--- src/rtl/task_dispatch_queue.sv ---
// Descriptor FIFO feeding the instruction scheduler: tags pushes with sequential IDs and offers the head.
// Optional macro TASK_QUEUE_OPCODE_CHECK_EN drops opcode-7 pushes and raises a sticky err_illegal_opcode.
module task_dispatch_queue #(
    parameter int DEPTH = 8,
    parameter int CNT_W = $clog2(DEPTH + 1)
) (
    input  logic             clk,
    input  logic             rst_n,
    input  logic             host_valid,
    output logic             host_ready,
    input  logic [2:0]       host_opcode,
    input  logic [31:0]      host_src_addr,
    input  logic [31:0]      host_dst_addr,
    input  logic [31:0]      host_param1,
    input  logic [31:0]      host_param2,
    input  logic             flush,
    output logic             task_start,
    output logic             task_ready,
    output logic [31:0]      task_id,
    output logic [2:0]       opcode,
    output logic [31:0]      src_addr,
    output logic [31:0]      dst_addr,
    output logic [31:0]      param1,
    output logic [31:0]      param2,
    input  logic             task_valid,
    output logic [CNT_W-1:0] count,
    output logic             full,
    output logic             empty,
    output logic [31:0]      issued_count,
    output logic             err_spurious_ack,
    output logic             err_illegal_opcode
);

    localparam int PTR_W = $clog2(DEPTH);

    typedef enum logic {
        IDLE  = 1'b0,
        OFFER = 1'b1
    } state_t;

    typedef struct packed {
        logic [31:0] id;
        logic [2:0]  op;
        logic [31:0] src;
        logic [31:0] dst;
        logic [31:0] p1;
        logic [31:0] p2;
    } desc_t;

    state_t             state_q;
    logic [CNT_W-1:0]   count_q, count_d;
    logic [PTR_W-1:0]   wr_ptr_q, wr_ptr_d;
    logic [PTR_W-1:0]   rd_ptr_q, rd_ptr_d;
    logic [31:0]        next_id_q;
    logic [31:0]        issued_q;
    logic               err_spur_q;
    desc_t              mem_q [DEPTH];
    desc_t              head;

    logic push_fire;
    logic enq;
    logic pop;
    logic spurious;

    assign full       = (count_q == CNT_W'(DEPTH));
    assign empty      = (count_q == '0);
    assign host_ready = !full && !flush;
    assign push_fire  = host_valid && host_ready;

`ifdef TASK_QUEUE_OPCODE_CHECK_EN
    assign enq = push_fire && (host_opcode != 3'd7);
`else
    assign enq = push_fire;
`endif

    // A flush swallows any acknowledge arriving in the same cycle.
    assign pop      = task_valid && (state_q == OFFER) && !empty && !flush;
    assign spurious = task_valid && ((state_q == IDLE) || empty);

    always_comb begin
        count_d  = count_q;
        wr_ptr_d = wr_ptr_q;
        rd_ptr_d = rd_ptr_q;
        if (flush) begin
            count_d  = '0;
            wr_ptr_d = '0;
            rd_ptr_d = '0;
        end else begin
            if (enq) wr_ptr_d = wr_ptr_q + 1'b1;
            if (pop) rd_ptr_d = rd_ptr_q + 1'b1;
            case ({enq, pop})
                2'b10:   count_d = count_q + 1'b1;
                2'b01:   count_d = count_q - 1'b1;
                default: count_d = count_q;
            endcase
        end
    end

    // The offer state follows the next occupancy, so a pop with a same-cycle push keeps offering.
    always_ff @(posedge clk or negedge rst_n) begin
        if (!rst_n) begin
            state_q    <= IDLE;
            count_q    <= '0;
            wr_ptr_q   <= '0;
            rd_ptr_q   <= '0;
            next_id_q  <= '0;
            issued_q   <= '0;
            err_spur_q <= 1'b0;
        end else begin
            case (state_q)
                IDLE:    if (count_d != '0) state_q <= OFFER;
                OFFER:   if (count_d == '0) state_q <= IDLE;
                default: state_q <= IDLE;
            endcase
            count_q  <= count_d;
            wr_ptr_q <= wr_ptr_d;
            rd_ptr_q <= rd_ptr_d;
            if (enq)      next_id_q  <= next_id_q + 32'd1;
            if (pop)      issued_q   <= issued_q + 32'd1;
            if (spurious) err_spur_q <= 1'b1;
        end
    end

    always_ff @(posedge clk) begin
        if (enq) begin
            mem_q[wr_ptr_q] <= '{id:  next_id_q,
                                 op:  host_opcode,
                                 src: host_src_addr,
                                 dst: host_dst_addr,
                                 p1:  host_param1,
                                 p2:  host_param2};
        end
    end

`ifdef TASK_QUEUE_OPCODE_CHECK_EN
    logic err_ill_q;

    always_ff @(posedge clk or negedge rst_n) begin
        if (!rst_n) begin
            err_ill_q <= 1'b0;
        end else if (push_fire && (host_opcode == 3'd7)) begin
            err_ill_q <= 1'b1;
        end
    end

    assign err_illegal_opcode = err_ill_q;
`else
    assign err_illegal_opcode = 1'b0;
`endif

    assign head         = mem_q[rd_ptr_q];
    assign task_start   = (state_q == OFFER);
    assign task_ready   = task_start;
    assign task_id      = task_start ? head.id  : 32'd0;
    assign opcode       = task_start ? head.op  : 3'd0;
    assign src_addr     = task_start ? head.src : 32'd0;
    assign dst_addr     = task_start ? head.dst : 32'd0;
    assign param1       = task_start ? head.p1  : 32'd0;
    assign param2       = task_start ? head.p2  : 32'd0;
    assign count        = count_q;
    assign issued_count = issued_q;
    assign err_spurious_ack = err_spur_q;

endmodule

--- config.mk ---
export PLATFORM = sky130hd
export DESIGN_NAME = task_dispatch_queue
export DESIGN_NICKNAME = d
export VERILOG_FILES = /design/src/rtl/task_dispatch_queue.sv
export SDC_FILE = /design/constraint.sdc
export NUM_CORES = 1
export LEC_CHECK = 0
export ABC_CLOCK_PERIOD_IN_PS = 36100
export CAP_MARGIN = 20
export CORE_AREA = 2 2 314 316
export CTS_CLUSTER_DIAMETER = 40
export DETAILED_ROUTE_END_ITERATION = 7
export DIE_AREA = 0 0 316 318
export PLACE_DENSITY = 0.75
export RECOVER_POWER = 100
export SKIP_CTS_REPAIR_TIMING = 1
export SLEW_MARGIN = 25
export SYNTH_ARGS = -nofsm -noshare
export SYNTH_HDL_FRONTEND = slang
export SYNTH_SLANG_ARGS = --single-unit
--- constraint.sdc ---
create_clock -name clk -period 36.1 [get_ports clk]
set_clock_uncertainty 0.1 [all_clocks]
set_input_delay 10.83 -clock clk [delete_from_list [all_inputs] [get_ports clk]]
set_output_delay 10.83 -clock clk [all_outputs]
set_load 0.01 [all_outputs]
==> results of run 1 <==
## worst paths after layout
kind | from | end | slack, ns | cells past startpoint
worst max-delay path | flush | host_ready | 12.65 | 3
worst min-delay path | issued_count[31]$_DFFE_PN0P_ | issued_count[31]$_DFFE_PN0P_ | 0.38 | 1
worst max register to register | count[0]$_DFF_PN0_ | mem_q[2][28]$_DFFE_PP_ | 25.70 | 8
worst min register to register | issued_count[31]$_DFFE_PN0P_ | issued_count[31]$_DFFE_PN0P_ | 0.38 | 1
max in group asynchronous | rst_n | rd_ptr_q[2]$_DFFE_PN0P_ | 21.88 | 2
min in group asynchronous | rst_n | next_id_q[14]$_DFFE_PN0P_ | 10.52 | 1
## stage by stage
step           util [%]  std cells  hold slack [ns]  instance area [um2]
2_1_floorplan         -       2395            0.404                53100
3_3_place_gp       59.7       3950            0.362                58100
3_5_place_dp       59.7       3950            0.364                58200
4_1_cts            65.1       4241            0.383                63400
5_1_grt            64.9       4250            0.398                63200
6_report           64.9       4255            0.381                63200
## where the power goes
group          switching, mW  internal, mW  leakage, nW  total [mW]
Clock                  0.637         0.927         2.52        1.56
Combinational         0.0804        0.0673         4.74       0.148
Sequential            0.0164          1.78         12.8        1.80
## layout by cell type (no fill, tap or decap), drive strengths merged, types with 2 or more instances in the layout
master / count
xor2: 16
and2: 5
diode: 12
dfrtp: 76
clkdlybuf4s50: 9
nand3: 22
nor2b: 165
nor2: 21
edfxtp: 1304
and3: 7
o21ai: 2
a21oi: 6
nand2b: 4
nand3b: 2
clkbuf: 228
clkinv: 56
ha: 6
nor3: 9
nor4: 3
xnor2: 53
dlygate4sd3: 330
mux2i: 164
and4: 10
mux4: 326
bufinv: 13
buf: 10
inv: 26
a2111oi: 2
nand2: 39
clkinvlp: 13
nand4: 17
## area by class of cell
| cell class | count | area (um2) |
|---|---|---|
| antenna | 12 | 30.0 |
| fill | 6259 | 34200 |
| clock buffer | 190 | 4150 |
| tap | 1287 | 1610 |
| sequential | 1380 | 41100 |
| clock inverter | 101 | 1080 |
| multi-input combinational | 891 | 11600 |
| timing repair buffer | 387 | 3650 |
| inverter | 7 | 26.3 |
## per-layer routing
metal	GRT usage [%]	vias to the layer above	wire length [um]
li1	-	10800	-
met1	30.1	13200	44200
met2	36.9	788	55800
met3	5.05	201	7080
met4	6.89	18	2590
met5	0	-	113
## worst register-to-register path, delay by kind of cell, from the launching register on
family	cells	cell delay [ns]
buffers and inverters	5	8.64
AND/OR/NAND/NOR	3	0.64
flip-flops	1	0.53
## flip-flops by register name, indices dropped and copies added, names as in the netlist
| name | cells |
|---|---|
| mem_q | 1304 |
| next_id_q | 32 |
| rd_ptr_q | 3 |
| count | 4 |
| err_spurious_ack | 1 |
| issued_count | 32 |
| wr_ptr_q | 3 |
| task_ready | 1 |
## logic make-up after synthesis
group                    Yosys count  share of synthesized area, %
flip-flops                      1380                          77.3
adder cells (fa/ha/maj)            6                         0.141
AND/OR/NAND/NOR                  309                          3.37
buffers and inverters            124                         0.904
other                              1                       0.00706
AO/OA/AOI/OAI                     15                         0.259
XOR/XNOR                          69                          1.14
multiplexers                     491                          16.9
==> flow_metrics.py, run 1 <==
metrics = {
    "floorplan": {
        "start_util_pct": 54.6,
        "rows": 115,
        "die_area_um2": 100000,
        "die_h_um": 318,
        "core_um2": 97400,
        "die_w_um": 316,
        "ios": 342,
    },
    "routing": {
        "firstDrtPassIters": 5,
        "num_vias": 25000,
        "wirelength_um": 110000,
        "drcViolationCount": 0,
        "avgRoutedWirePerCell_um": 25.8,
        "initialDrtViolationCount": 2374,
        "vias_per_cell": 5.87,
        "antenna_left": 0,
    },
    "cts": {
        "cts.sinks": 1380,
        "cts_tree": "built",
        "clock_path_buffers": 3,
        "htree_levels": 4,
        "clk_pin_slew_ns": 0.06,
        "cts_inserted_buffers": 156,
        "cts-root-buf": "clkbuf_16",
        "clk_latency_ns": 0.75,
    },
    "yosys": {
        "synth_edf_count": 1304,
        "synth_area_um2": 53100,
        "avgSynthCellArea_um2": 22.2,
        "synth_nets": 2537,
        "yosys-top-cells-area": "edfxtp_1, mux4_2, dfrtp_1",
        "synth_most_common_cell": "edfxtp_1",
        "yosysTopAreaCellShare_pct": 73.7,
        "ys_types": 43,
        "synth-seq-cells": 1380,
        "seq_area_frac_synth_pct": 77.3,
        "async_flop_share_pct": 5.51,
        "synthFlopType": "edfxtp_1",
        "yosysWarningCount": 0,
        "synth_top_cell_by_area": "edfxtp_1",
        "postSynthCellCount": 2395,
        "ys_top_cells_by_count": "edfxtp_1, mux4_2, nor2b_1, mux2i_1, dfrtp_1",
    },
    "outcome": {
        "violations": "max-capacitance violations, max-slew violations",
        "outcome": "finished, violations left",
    },
    "timing": {
        "tns_ns": 0,
        "rsz0062_at_grt": "false",
        "period_needed_ns": 23.45,
        "setup_slack_ns": 12.65,
        "max_slew_margin_pct": -542,
        "tightest_slew_ns": 9.63,
        "timing.final.crit_share_pct": 65.0,
        "setup_viol": 0,
        "hold_viol": 0,
        "drv_slew": 1818,
        "max_freq_mhz": 42.6,
    },
    "worst_setup_path": {
        "critPathTopFamily": "buffers and inverters",
        "crit_arrival_ns": 12.52,
        "worst-path-buf-inv": 2,
        "start_kind": "primary input",
        "end_kind": "output pin",
        "max_stage_delay_ns": 0.93,
        "critPathMaxFanout": 16,
        "crit_top_cell": "dlygate4sd3_1",
        "crit_required_ns": 25.17,
        "cp_cell_sequence": "dlygate4sd3_1 -> nor2_1 -> dlygate4sd3_1",
        "critPathKind": "primary input to output pin",
        "cp_slowest_cell": "dlygate4sd3_1",
    },
    "layout": {
        "area_growth_pct": 18.9,
        "drive_gt1_share_pct": 19.9,
        "final_nets": 2965,
    },
    "grt": {
        "gr-total-overflow": 0,
        "grt_use_total_pct": 22.4,
        "antenna_found_initial": 30,
        "grt_pass1_vias": 26900,
        "grt_first_pass_wirelength_um": 167000,
        "grt_max_degree": 159,
    },
    "placement": {
        "dp_slack_ns": 12.81,
        "globalplace.congestion": 0.771,
        "numPortBuffers": 340,
        "dp_hpwl_um": 58200,
    },
    "power": {
        "ir_drop_uv": 38.7,
        "powerDensity_nw_per_um2": 55.6,
        "p_leak_nw": 20.1,
        "power_mw": 3.51,
    },
    "run": {
        "cap_viol_max_count": 38,
    },
    "worst_hold_path": {
        "hold_path.class": "flop to flop",
    },
}
Note: power is estimated with default switching activity, not from simulation.
==> run 2, diff against run 1 <==
--- a/config.mk
+++ b/config.mk
@@ -5,12 +5,12 @@
 export SDC_FILE = /design/constraint.sdc
 export NUM_CORES = 1
 export LEC_CHECK = 0
-export ABC_CLOCK_PERIOD_IN_PS = 36100
+export ABC_CLOCK_PERIOD_IN_PS = 19600
 export CAP_MARGIN = 20
-export CORE_AREA = 2 2 314 316
+export CORE_AREA = 2 2 320 322
 export CTS_CLUSTER_DIAMETER = 40
 export DETAILED_ROUTE_END_ITERATION = 7
-export DIE_AREA = 0 0 316 318
+export DIE_AREA = 0 0 322 324
 export PLACE_DENSITY = 0.75
 export RECOVER_POWER = 100
 export SKIP_CTS_REPAIR_TIMING = 1
==> constraint.sdc (replaced) <==
create_clock -name clk -period 19.6 [get_ports clk]
set_clock_uncertainty 0.1 [all_clocks]
set_input_delay 5.88 -clock clk [delete_from_list [all_inputs] [get_ports clk]]
set_output_delay 5.88 -clock clk [all_outputs]
set_load 0.01 [all_outputs]
==> run 2 against run 1 <==
Sequential share of layout area down 0.11 points. Highest routed layer unchanged. The flow still finishes with violations (max-capacitance violations, max-slew violations). Total power grew 86%. Global-route usage down 0.97 points.
==> flow_metrics.py, run 2 (synthesis results as in run 1) <==
metrics = {
    "floorplan": {
        "die_h_um": 324,
        "ios": 342,
        "start_util_pct": 52.6,
        "die_w_um": 322,
        "rows": 117,
        "die_area_um2": 104000,
        "core_um2": 101000,
    },
    "grt": {
        "antenna_found_initial": 34,
        "busiest_layer": "met2",
        "gr-total-overflow": 0,
        "use_met2_pct": 35.8,
        "grt_first_pass_wirelength_um": 165000,
        "grt_max_degree": 171,
        "use_met1_pct": 28.4,
        "grt_use_total_pct": 21.4,
        "use_met3_pct": 5.01,
        "grt_pass1_vias": 26800,
    },
    "power": {
        "powerDensity_nw_per_um2": 103,
        "p_leak_nw": 20.2,
        "ir_drop_uv": 65.3,
    },
    "worst_setup_path": {
        "crit_arrival_ns": 15.09,
        "r2r_cells": 7,
        "crit_required_ns": 19.85,
        "end_kind": "flop",
        "reg2reg_slack_ns": 10.21,
        "r2r_start": "count[2]$_DFF_PN0_",
        "worstReg2RegEnd": "mem_q[6][105]$_DFFE_PP_",
        "start_kind": "primary input",
        "critPathMaxFanout": 94,
        "critPathKind": "primary input to flop",
    },
    "timing": {
        "period_needed_ns": 14.84,
        "setup_slack_ns": 4.76,
        "setup_viol": 0,
        "rsz0062_at_grt": "false",
        "hold_viol": 0,
        "timing.final.crit_share_pct": 75.7,
        "tightest_slew_ns": 7.55,
        "drv_slew": 1431,
        "max_freq_mhz": 67.4,
        "max_slew_margin_pct": -403,
        "tns_ns": 0,
    },
    "routing": {
        "num_vias": 24900,
        "avgRoutedWirePerCell_um": 25.8,
        "vias_per_cell": 5.86,
        "wirelength_um": 110000,
        "firstDrtPassIters": 5,
        "initialDrtViolationCount": 2330,
        "drcViolationCount": 0,
        "antenna_left": 0,
    },
    "layout": {
        "area_growth_pct": 19.1,
        "most-common-layout-cells": "edfxtp_1, dlygate4sd3_1, mux4_2",
        "final_nets": 2957,
        "num-fill-cells": 6727,
        "fin_util_pct": 62.7,
        "post_layout_nonfiller_instances": 4255,
        "final_common_cell": "edfxtp_1",
        "regMostFlops": "mem_q",
        "drive_gt1_share_pct": 20.1,
        "largest_reg_flops": 1304,
    },
    "placement": {
        "numPortBuffers": 340,
        "place_inst": 3966,
        "globalplace.congestion": 0.757,
        "dp_slack_ns": 6.23,
        "dp_hpwl_um": 56000,
    },
    "cts": {
        "clock_path_buffers": 3,
        "cts_inserted_buffers": 155,
        "clk_pin_slew_ns": 0.05,
        "cts-root-buf": "clkbuf_16",
        "clk_latency_ns": 0.73,
        "htree_levels": 4,
        "cts_tree": "built",
        "cts.sinks": 1380,
    },
    "outcome": {
        "outcome": "finished, violations left",
        "violations": "max-capacitance violations, max-slew violations",
    },
    "worst_hold_path": {
        "worstHoldStart": "issued_count[31]$_DFFE_PN0P_",
        "hold_path.class": "flop to flop",
        "hold_end": "issued_count[31]$_DFFE_PN0P_",
        "min_delay_path_depth": 1,
    },
    "run": {
        "cap_viol_max_count": 31,
    },
}
## run 2: stage by stage
step,instance area (um2),power [mW],hold WS [ns]
after detailed placement,58200,3.66,0.365
after floorplan,53200,3.51,0.404
final,63300,6.53,0.375
after global routing,63300,6.73,0.391
after global placement,58200,3.65,0.367
after CTS,63500,6.59,0.382
## run 2: critical path, stage by stage
cell and delay (ns):
dlygate4sd3_1 0.78, nand2b_1 0.30, nor2_1 0.72, clkinv_1 0.55, nor3_1 0.41, clkbuf_1 5.07, buf_4 1.24
## run 2: area by class of cell
| class | instances | area (um2) | share of cell area, % |
|---|---|---|---|
| Antenna cell | 7 | 17.5 | 0.0277 |
| Clock buffer | 181 | 4030 | 6.36 |
| Clock inverter | 100 | 1260 | 1.99 |
| Inverter | 7 | 26.3 | 0.0415 |
| Multi-Input combinational cell | 891 | 11600 | 18.3 |
| Sequential cell | 1380 | 41100 | 64.9 |
| Tap cell | 1309 | 1640 | 2.59 |
| Timing Repair Buffer | 380 | 3680 | 5.81 |
## run 2: where the power goes
part | internal (mW) | switching (mW) | total, mW
combinational | 0.126 | 0.146 | 0.272
clock | 1.79 | 1.14 | 2.93
sequential | 3.29 | 0.0326 | 3.32
## run 2: worst max path at each step
stage                                 start                 endpoint  slack [ns]  depth (start not counted)
floorplan                             flush    mem_q[4][0]$_DFFE_PP_        0.76                          5
global placement                      flush               host_ready        6.21                          3
detailed placement                    flush               host_ready        6.23                          3
CTS                                   flush               host_ready        6.21                          3
global route        rd_ptr_q[0]$_DFFE_PN0P_             src_addr[28]        3.82                          6
finish                                flush  mem_q[6][105]$_DFFE_PP_        4.76                          7
## run 2: per-layer routing
| layer | vias to the layer above | routed length, um |
|---|---|---|
| li1 | 10700 | - |
| met1 | 13200 | 44700 |
| met2 | 825 | 54900 |
| met3 | 193 | 7480 |
| met4 | 24 | 2460 |
| met5 | - | 130 |
